`src/rtl/fetch_stage.sv`:
```
// fetch_stage: program counter plus the IF/ID pipeline register.
// Decoded instruction fields are plain slices of the registered word, so the
// decoder and control unit only ever see IF/ID state.
// A taken branch wins over a stall and flushes IF/ID with a bubble. A stall
// freezes both the PC and IF/ID.
// Optional build macro FETCH_PERF_EN adds saturating counters for fetches,
// stalls and flushes.
module fetch_stage #(
    parameter int              PC_W     = 32,
    parameter logic [PC_W-1:0] RESET_PC = '0,
    parameter logic [31:0]     NOP_WORD = 32'h0000_0000
) (
    input  logic            clk,
    input  logic            rst,
    input  logic            stall,
    input  logic            branch_taken,
    input  logic [PC_W-1:0] branch_target,
    output logic [PC_W-1:0] imem_addr,
    input  logic [31:0]     imem_data,
    output logic [31:0]     if_id_instr,
    output logic [PC_W-1:0] if_id_pc4,
    output logic            if_id_valid,
    output logic [5:0]      op,
    output logic [4:0]      rs,
    output logic [4:0]      rt,
    output logic [4:0]      rd,
    output logic [4:0]      shamt,
    output logic [5:0]      funct,
    output logic [15:0]     imm
`ifdef FETCH_PERF_EN
    ,
    output logic [31:0]     perf_fetched,
    output logic [31:0]     perf_stalls,
    output logic [31:0]     perf_flushes
`endif
);

    logic [PC_W-1:0] pcReg;
    logic [PC_W-1:0] pcPlus4;
    logic [PC_W-1:0] branchAligned;
    logic            doBranch;
    logic            doStall;
    logic            doAdvance;

    // The +4 wraps modulo 2^PC_W, and the redirect target is forced to a word boundary.
    assign pcPlus4       = pcReg + PC_W'(4);
    assign branchAligned = {branch_target[PC_W-1:2], 2'b00};

    // The per-edge action is chosen in priority order: branch, then stall, then advance.
    assign doBranch  = branch_taken;
    assign doStall   = !branch_taken && stall;
    assign doAdvance = !branch_taken && !stall;

    assign imem_addr = pcReg;

    // Program counter: redirect on a taken branch, hold on a stall, otherwise step by one word.
    always_ff @(posedge clk) begin
        if (rst) begin
            pcReg <= RESET_PC;
        end else if (doBranch) begin
            pcReg <= branchAligned;
        end else if (doAdvance) begin
            pcReg <= pcPlus4;
        end
    end

    // IF/ID register: a flush inserts the bubble, a stall holds, otherwise it captures the fetched word.
    always_ff @(posedge clk) begin
        if (rst || doBranch) begin
            if_id_instr <= NOP_WORD;
            if_id_pc4   <= '0;
            if_id_valid <= 1'b0;
        end else if (doAdvance) begin
            if_id_instr <= imem_data;
            if_id_pc4   <= pcPlus4;
            if_id_valid <= 1'b1;
        end
    end

    // Instruction fields are pure slices of IF/ID, with no extra register stage.
    assign op    = if_id_instr[31:26];
    assign rs    = if_id_instr[25:21];
    assign rt    = if_id_instr[20:16];
    assign rd    = if_id_instr[15:11];
    assign shamt = if_id_instr[10:6];
    assign funct = if_id_instr[5:0];
    assign imm   = if_id_instr[15:0];

`ifdef FETCH_PERF_EN
    // Event counters: they clear on reset and stick at all-ones instead of wrapping.
    always_ff @(posedge clk) begin
        if (rst) begin
            perf_fetched <= '0;
            perf_stalls  <= '0;
            perf_flushes <= '0;
        end else begin
            if (doAdvance && (perf_fetched != 32'hFFFF_FFFF)) begin
                perf_fetched <= perf_fetched + 32'd1;
            end
            if (doStall && (perf_stalls != 32'hFFFF_FFFF)) begin
                perf_stalls <= perf_stalls + 32'd1;
            end
            if (doBranch && (perf_flushes != 32'hFFFF_FFFF)) begin
                perf_flushes <= perf_flushes + 32'd1;
            end
        end
    end
`endif

    // Only the word-address bits of the branch target are used.
    logic unusedTargetBits;
    assign unusedTargetBits = ^branch_target[1:0];

endmodule

```
`config.mk`:
```
export PLATFORM = sky130hd
export DESIGN_NAME = fetch_stage
export DESIGN_NICKNAME = d
export VERILOG_FILES = /design/src/rtl/fetch_stage.sv
export SDC_FILE = /design/constraint.sdc
export NUM_CORES = 1
export LEC_CHECK = 0
export CAP_MARGIN = 40
export CORE_MARGIN = 4
export CORE_UTILIZATION = 45
export CTS_BUF_LIST = sky130_fd_sc_hd__clkbuf_16
export CTS_CLUSTER_SIZE = 25
export DETAILED_ROUTE_END_ITERATION = 8
export GPL_ROUTABILITY_DRIVEN = 0
export HOLD_SLACK_MARGIN = 0.02
export MAX_ROUTING_LAYER = met4
export PLACE_DENSITY = 0.92
export SLEW_MARGIN = 15
export SYNTH_ARGS = -nofsm -noshare
export SYNTH_HDL_FRONTEND = slang
export SYNTH_SLANG_ARGS = --single-unit
```
`constraint.sdc`:
```
create_clock -name clk -period 3.5 [get_ports clk]
set_clock_uncertainty 0.15 [all_clocks]
set_input_delay 0.525 -clock clk [delete_from_list [all_inputs] [get_ports clk]]
set_output_delay 0.525 -clock clk [all_outputs]
set_load 0.03 [all_outputs]
```
Word level (Yosys, flattened, before mapping). Index checks and enable logic that the tools add are counted.

Add/subtract/negate cells: 1. Multiplexer cells: 2. Reduce and logical (&&, ||, !) cells: 6.

Operator list (count): $mux 32 (2); $add 32x3->32 const B (1); $logic_not 1->1 (2); $reduce_bool 2->1 (1); $reduce_or 2->1 (1); $logic_and 1x1->1 (1); $logic_or 1x1->1 (1).

Register bits after elaboration: 97. Output and inout bits: 145. Logic and storage cells: 14.

Depth between registers and ports, before layout. Gate-level depths: netlist of run 1.

Depth in word-level cells: 4. Mapped depth: 8. Depth with buffers taken out: 6.

Worst setup path after synthesis of run 1. OpenSTA, ideal clock, no wires.

Path type: register to register. Start point: register pcReg[7] (netlist: imem_addr[7]). End point: register pcReg[23] (netlist: imem_addr[23]). Setup time: 134 ps. Data arrival time: 2094 ps. Data required time: 3216 ps. Path slack: 1123 ps. Stages on the path, launching flop included: 9. Period minus slack after synthesis: 2377 ps. Cell sequence: dfxtp_1 buf_2 nand4_2 or4_4 buf_6 buf_6 nor4_4 xnor2_1 o22ai_1.

Cells in the longest elaborated chain, start to end: 3.

Ends and longest elaborated chain: start, declared (line 38) `logic [PC_W-1:0] pcReg;`; start signal, assigned (line 61) `pcReg <= branchAligned;`; start signal, assigned (line 63) `pcReg <= pcPlus4;`; $add 32x3->32 (line 46) `assign pcPlus4 = pcReg + PC_W'(4);`; $mux 32 (line 62) `end else if (doAdvance) begin`; $mux 32 (line 60) `end else if (doBranch) begin`.

Every way passes these cells. The select of a mux whose other input is x is not followed. A chain may end at the register's enable or synchronous reset.

Worst setup path in the final report of run 1.
Start point: register pcReg[13] (netlist: imem_addr[13]). End point: register pcReg[31] (netlist: imem_addr[31]).

Same word-level chain as after synthesis.

==> impl_metrics.py, run 1 <==
metrics = {
    "placed_design": {
        "dp_slack_ps": 775.6,
        "hpwl_um": 10530,
        "dpl_cell_area_sq_mm": 0.006392,
        "dp.cells": 792,
        "io_buffers": 206,
    },
    "worst_setup_path": {
        "crit_family": "simple AND/OR/NAND/NOR gates",
        "slowest_delay_ps": 580,
        "end_kind": "register",
        "path_cells": "nand4_1 -> nor4_1 -> nand4_1 -> or3_1 -> a31oi_1",
        "reg2reg_depth": 5,
        "critPathLaunchType": "register",
        "crit_type": "register to register",
        "worstPathMaxFanout": 12,
        "r2r_slack_ps": 1060,
        "reg2reg_to": "imem_addr[31]$_SDFFE_PP0P_",
        "cp_data_required_time_ps": 3600,
        "cp_num_buf_inv": 0,
        "slowest_stage": "nor4_1",
        "crit_path_frequent_cell": "nand4_1",
        "arrival_ps": 2550,
        "timing.rr.start": "imem_addr[13]$_SDFFE_PP0P_",
    },
    "clock_network": {
        "cts.repair.resized": 0,
        "clk_path_buf_depth": 2,
        "clock_latency_ps": 330,
        "clk_pin_slew_ps": 60,
        "htree_levels": 3,
        "postCtsHoldBufs": 0,
        "post_cts_buffers": 0,
        "cts_root_buf": "clkbuf_16",
        "cts_tree": "done",
        "numCtsBuffers": 9,
        "cts_num_sinks": 93,
    },
    "yosys": {
        "synth_top_area_cell": "dfxtp_1",
        "ys_top_cells_by_count": "dfxtp_1, nor2_1, buf_4, xnor2_1, mux2i_1",
        "yosysUniqueCellTypes": 41,
        "async_reset_ff_frac": 0,
        "synth_top_cells_by_area": "dfxtp_1, buf_4, mux2i_1",
        "synth-edff-count": 0,
        "yosys_register_bits": 93,
        "synthesis.area_sq_mm": 0.004652,
        "synth.top_cell.area_share": 0.4002,
        "synth_ff_type": "dfxtp_1",
        "avgSynthCellArea_sq_um": 8.728,
        "syn_inst": 533,
        "ys_warn_count": 0,
        "synth_seq_area_share": 0.4002,
        "synth_most_common_cell": "dfxtp_1",
    },
    "pwr": {
        "vdd_drop_max_uv": 258.6,
        "finalPower_mw": 2.604,
        "power_density_mw_per_mm2": 389.5,
        "p_leak_nw": 2.357,
    },
    "global_routing": {
        "grtUsageTotal": 0.2355,
        "antenna_found_initial": 0,
        "grt_max_degree": 49,
        "grt_pass1_wl_um": 21570,
        "grt_pass1_vias": 4254,
        "gr-total-overflow": 0,
    },
    "timing": {
        "grt_setup_unrepaired": "no",
        "period_needed_ps": 2442,
        "setup_viol": 0,
        "tns_ps": 0,
        "finalWorstSetupSlack_ps": 1058,
        "max_freq_ghz": 0.4095,
        "slew_headroom": 0.5559,
        "hold_violations": 0,
        "post-route-period-util": 0.6977,
        "worst_pin_slew_ps": 664.1,
        "final-max-slew-violation-count": 0,
        "whs_ps": 304.8,
    },
    "final_layout": {
        "final_util": 0.6747,
        "instances_no_fill": 808,
        "final_nets": 740,
        "diodes": 0,
        "drive_gt1_frac": 0.05037,
        "synthToLayoutAreaGrowth_pct": 43.73,
        "design_area_sq_mm": 0.006686,
    },
    "route": {
        "num_vias": 4305,
        "dr.pass1.iters": 5,
        "vias_per_cell": 5.328,
        "drt-total-wl_um": 14030,
        "drc": 0,
        "postRouteAntennaNets": 0,
        "initialDrtViolationCount": 183,
        "wl_per_cell_um": 17.36,
    },
    "floorplanning": {
        "core-area_sq_mm": 0.009910,
        "die_h_um": 109.7,
        "rows": 36,
        "dieArea_sq_mm": 0.01203,
        "die_width_um": 109.7,
        "io_pins": 213,
        "initial_core_util": 0.4694,
    },
    "flow_run": {
        "maxCapViolations": 0,
    },
    "min_path": {
        "hold_depth": 2,
        "min_path_type": "register to register",
        "worstHoldStart": "if_id_valid$_SDFFE_PP0P_",
        "holdPathEnd": "if_id_valid$_SDFFE_PP0P_",
    },
    "run_status": {
        "status": "complete, no violations",
    },
}
-- sequential cells by signal, indices dropped and copies added (netlist names) --
name / count
if_id_instr: 32
if_id_pc4: 30
imem_addr: 30
if_id_valid: 1
-- metal layers --
layer,track usage,part of all wire,up-vias
met5,-,0,-
met4,0.09172,0.026,0
met1,0.2871,0.40,2045
li1,-,-,2047
met3,0.03934,0.060,29
met2,0.3897,0.51,184
-- where the power goes --
group | internal (mW) | leakage [nW] | switching [mW] | total [mW]
sequential | 1.11 | 0.762 | 0.0642 | 1.17
combinational | 0.238 | 1.45 | 0.276 | 0.514
clock | 0.537 | 0.144 | 0.383 | 0.920
total | 1.88 | 2.36 | 0.723 | 2.60
-- layout make-up --
class | count | area [sq um]
multi-input combinational | 350 | 2243
clock buffer | 9 | 225.2
inverter | 3 | 11.26
sequential | 93 | 1862
timing repair buffer | 214 | 2130
clock inverter | 6 | 48.80
tap | 133 | 166.4
fill | 795 | 3223
-- kinds of logic after synthesis --
| logic type | Yosys count | share of synthesized area |
|---|---|---|
| buffers and inverters | 93 | 0.1216 |
| and+or+nand+nor | 170 | 0.1891 |
| muxes | 36 | 0.07746 |
| xor gates and xnor gates | 52 | 0.09790 |
| adders and majority gates | 1 | 0.002689 |
| DFF | 93 | 0.4002 |
| other | 1 | 0.0008061 |
| AOI/OAI and AO/OA | 87 | 0.1103 |
-- cell usage in the layout (no fill, tap or decap), types with 4 or more instances in the layout --
cell type / instances
o21ai_0: 28
a21oi_1: 29
conb_1: 4
nand2_1: 24
nor2_1: 79
clkbuf_16: 9
a211oi_1: 23
or3_1: 7
nand4_1: 10
xnor2_1: 40
mux2i_1: 36
inv_1: 6
a311oi_1: 4
or2_2: 4
dfxtp_1: 93
clkdlybuf4s50_1: 205
buf_4: 7
xor2_1: 12
nand3_1: 6
nor4_1: 4
nor3_1: 12
-- worst min-delay path, cell delays in order (launching register included) --
cell and delay, ps:
dfxtp_1 310, inv_1 50, a21oi_1 50
-- how the worst max path moves through the flow --
stage	start	to	cells past startpoint
floorplan	imem_addr[7]$_SDFFE_PP0P_	imem_addr[23]$_SDFFE_PP0P_	8
finish	imem_addr[13]$_SDFFE_PP0P_	imem_addr[31]$_SDFFE_PP0P_	5
global route	imem_addr[2]$_SDFFE_PP0P_	imem_addr[30]$_SDFFE_PP0P_	6
global placement	branch_taken	imem_addr[23]$_SDFFE_PP0P_	3
CTS	imem_addr[7]$_SDFFE_PP0P_	imem_addr[29]$_SDFFE_PP0P_	5
detailed placement	branch_taken	imem_addr[23]$_SDFFE_PP0P_	3
Power figures use the tool's default switching activity.
==> inputs of run 2 (changes only) <==
--- a/config.mk
+++ b/config.mk
@@ -7,14 +7,14 @@
 export LEC_CHECK = 0
 export CAP_MARGIN = 40
 export CORE_MARGIN = 4
-export CORE_UTILIZATION = 45
+export CORE_UTILIZATION = 38
 export CTS_BUF_LIST = sky130_fd_sc_hd__clkbuf_16
 export CTS_CLUSTER_SIZE = 25
 export DETAILED_ROUTE_END_ITERATION = 8
 export GPL_ROUTABILITY_DRIVEN = 0
 export HOLD_SLACK_MARGIN = 0.02
 export MAX_ROUTING_LAYER = met4
-export PLACE_DENSITY = 0.92
+export PLACE_DENSITY = 0.83
 export SLEW_MARGIN = 15
 export SYNTH_ARGS = -nofsm -noshare
 export SYNTH_HDL_FRONTEND = slang
==> constraint.sdc (replaced) <==
create_clock -name clk -period 2 [get_ports clk]
set_clock_uncertainty 0.15 [all_clocks]
set_input_delay 0.3 -clock clk [delete_from_list [all_inputs] [get_ports clk]]
set_output_delay 0.3 -clock clk [all_outputs]
set_load 0.03 [all_outputs]
==> run 2 against run 1 <==
Net effect:
- the run now ends with setup timing left
- die area up 17%
- setup slack lost 1100 ps
- via count grew 4.2%
- total power increased by 77%
- clock-buffer cell count grew 1
- flip-flop and latch count is the same
- cell count is 8.7% higher
- first-iteration DRC count increased by 69%
- sequential share of layout area down 1.5 points
- combinational power grew 100%
- critical path type unchanged
- critical endpoint is now if_id_pc4[27]$_SDFFE_PP0P_
- largest cell class is now non-clock buffers
==> impl_metrics.py, run 2 (synthesis gave the netlist of run 1 again) <==
metrics = {
    "placed_design": {
        "dpl_cell_area_sq_mm": 0.006932,
        "io_buffers": 206,
        "hpwl_um": 11220,
        "dp.cells": 856,
    },
    "pwr": {
        "internal_power_mw": 3.299,
        "finalPower_mw": 4.622,
        "swShare": 0.2861,
        "p_sw_mw": 1.322,
        "power_density_mw_per_mm2": 632.2,
        "seqPwrFrac": 0.433,
        "pwr-share-clk": 0.345,
        "p_comb_frac": 0.222,
        "vdd_drop_max_uv": 484.0,
        "p_leak_nw": 2.807,
    },
    "floorplanning": {
        "die_width_um": 118.6,
        "rows": 40,
        "initial_core_util": 0.3873,
        "io_pins": 213,
        "die_h_um": 118.6,
        "core-area_sq_mm": 0.01201,
        "dieArea_sq_mm": 0.01408,
    },
    "run_status": {
        "status": "finished with violations",
        "violations": "setup timing",
    },
    "global_routing": {
        "grt_max_degree": 59,
        "grt_pass1_wl_um": 24070,
        "grt_pass1_vias": 4616,
        "antenna_found_initial": 1,
        "grtUsageTotal": 0.2183,
        "gr-total-overflow": 0,
    },
    "clock_network": {
        "clock_latency_ps": 340,
        "htree_levels": 3,
        "clk_pin_slew_ps": 60,
        "cts_root_buf": "clkbuf_16",
        "cts_num_sinks": 93,
        "numCtsBuffers": 9,
        "cts_tree": "done",
        "clk_path_buf_depth": 2,
    },
    "route": {
        "dr.pass1.iters": 5,
        "drt-total-wl_um": 15250,
        "wl_per_cell_um": 17.37,
        "drc": 0,
        "postRouteAntennaNets": 0,
        "num_vias": 4487,
        "initialDrtViolationCount": 310,
        "vias_per_cell": 5.110,
    },
    "final_layout": {
        "final_common_cell": "clkdlybuf4s50_1",
        "instances_no_fill": 878,
        "fill_cells": 1031,
        "design_area_sq_mm": 0.007311,
        "final_util": 0.6086,
        "synthToLayoutAreaGrowth_pct": 57.15,
        "layout_common_cells": "clkdlybuf4s50_1, nor2_1, dfxtp_1, buf_4, xnor2_1",
        "final_nets": 794,
        "drive_gt1_frac": 0.1685,
        "largest_register": "if_id_instr",
        "largest_reg_flops": 32,
    },
    "worst_setup_path": {
        "cp_data_required_time_ps": 2080,
        "path_cells": "nand3_2 -> or4_4 -> buf_6 -> or3b_4 -> xor2_1 -> a21oi_1",
        "cp_num_buf_inv": 1,
        "crit_family": "simple AND/OR/NAND/NOR gates",
        "critPathLaunchType": "register",
        "arrival_ps": 2150,
        "slowest_stage": "or4_4",
        "end_kind": "register",
        "crit_type": "register to register",
        "slowest_delay_ps": 600,
        "worstPathMaxFanout": 4,
    },
    "timing": {
        "period_needed_ps": 2073,
        "post-route-period-util": 1.037,
        "grt_setup_unrepaired": "yes",
        "finalWorstSetupSlack_ps": -73.36,
        "setup_viol": 6,
        "final-max-slew-violation-count": 0,
        "hold_violations": 0,
        "max_freq_ghz": 0.4823,
        "whs_ps": 297.6,
    },
    "flow_run": {
        "maxCapViolations": 0,
    },
    "min_path": {
        "min_path_type": "register to register",
    },
}
[run 2: changes by cell type in the layout (fill, tap and decap cells not counted), sizes merged]
cell	before	now
buf	9	63
clkdlybuf4s50	205	195
dlymetal6s2s	0	7
dlygate4sd2	0	3
bufinv	1	0
clkbuf	9	10
diode	0	1
inv	6	7
[run 2: timing repair]
item                                    in CTS  in global routing
gates resized for setup                      3                 21
pin swaps                                    2                 10
endpoints found under the setup margin       7                 25
buffers inserted                             1                  4
hold buffers                                 0                  0
[run 2: power by group through the flow]
stage / clock network (mW) / registers (mW) / logic (mW)
floorplan: 0 / 2.22 / 0.387
global placement: 0 / 2.03 / 1.01
detailed placement: 0 / 2.04 / 1.02
CTS: 1.62 / 2.00 / 1.03
global route: 1.71 / 2.01 / 1.08
finish: 1.59 / 2.00 / 1.03
[run 2: cell type report]
| type | count | area, sq um | share of cell area |
|---|---|---|---|
| timing repair buffer | 268 | 2581 | 0.3531 |
| multi-input combinational | 350 | 2335 | 0.3194 |
| sequential | 93 | 1924 | 0.2632 |
| clock buffer | 10 | 250.2 | 0.03423 |
| tap | 147 | 183.9 | 0.02516 |
| clock inverter | 6 | 22.52 | 0.003081 |
| inverter | 3 | 11.26 | 0.001540 |
| antenna | 1 | 2.502 | 0.0003423 |
[run 2: worst min-delay path, stage by stage (launching register included)]
cell     delay (ps)
dfxtp_1         310
inv_1            50
a21oi_1          50
[run 2: worst paths after layout]
check	from	end	slack, ps	cells after the start
setup / recovery	imem_addr[3]$_SDFFE_PP0P_	if_id_pc4[27]$_SDFFE_PP0P_	-70	6
hold / removal	if_id_valid$_SDFFE_PP0P_	if_id_valid$_SDFFE_PP0P_	300	2
setup reg to reg	imem_addr[3]$_SDFFE_PP0P_	if_id_pc4[27]$_SDFFE_PP0P_	-70	6
hold reg to reg	if_id_valid$_SDFFE_PP0P_	if_id_valid$_SDFFE_PP0P_	300	2
[run 2: layer usage]
metal / up-vias / share of wire / track usage
met5: - / 0 / -
met4: 0 / 0.020 / 0.07531
met3: 21 / 0.066 / 0.05263
met2: 170 / 0.51 / 0.3627
met1: 2143 / 0.40 / 0.2590
li1: 2153 / - / -
[run 2: per-stage QoR]
step | worst slack [ps] | TNS (ps)
3_5_place_dp | -56.91 | -59.17
2_1_floorplan | -15.14 | -15.14
6_report | -73.36 | -266.5
3_3_place_gp | 21.09 | 0
5_1_grt | -113.7 | -1165
4_1_cts | 4.251 | 0
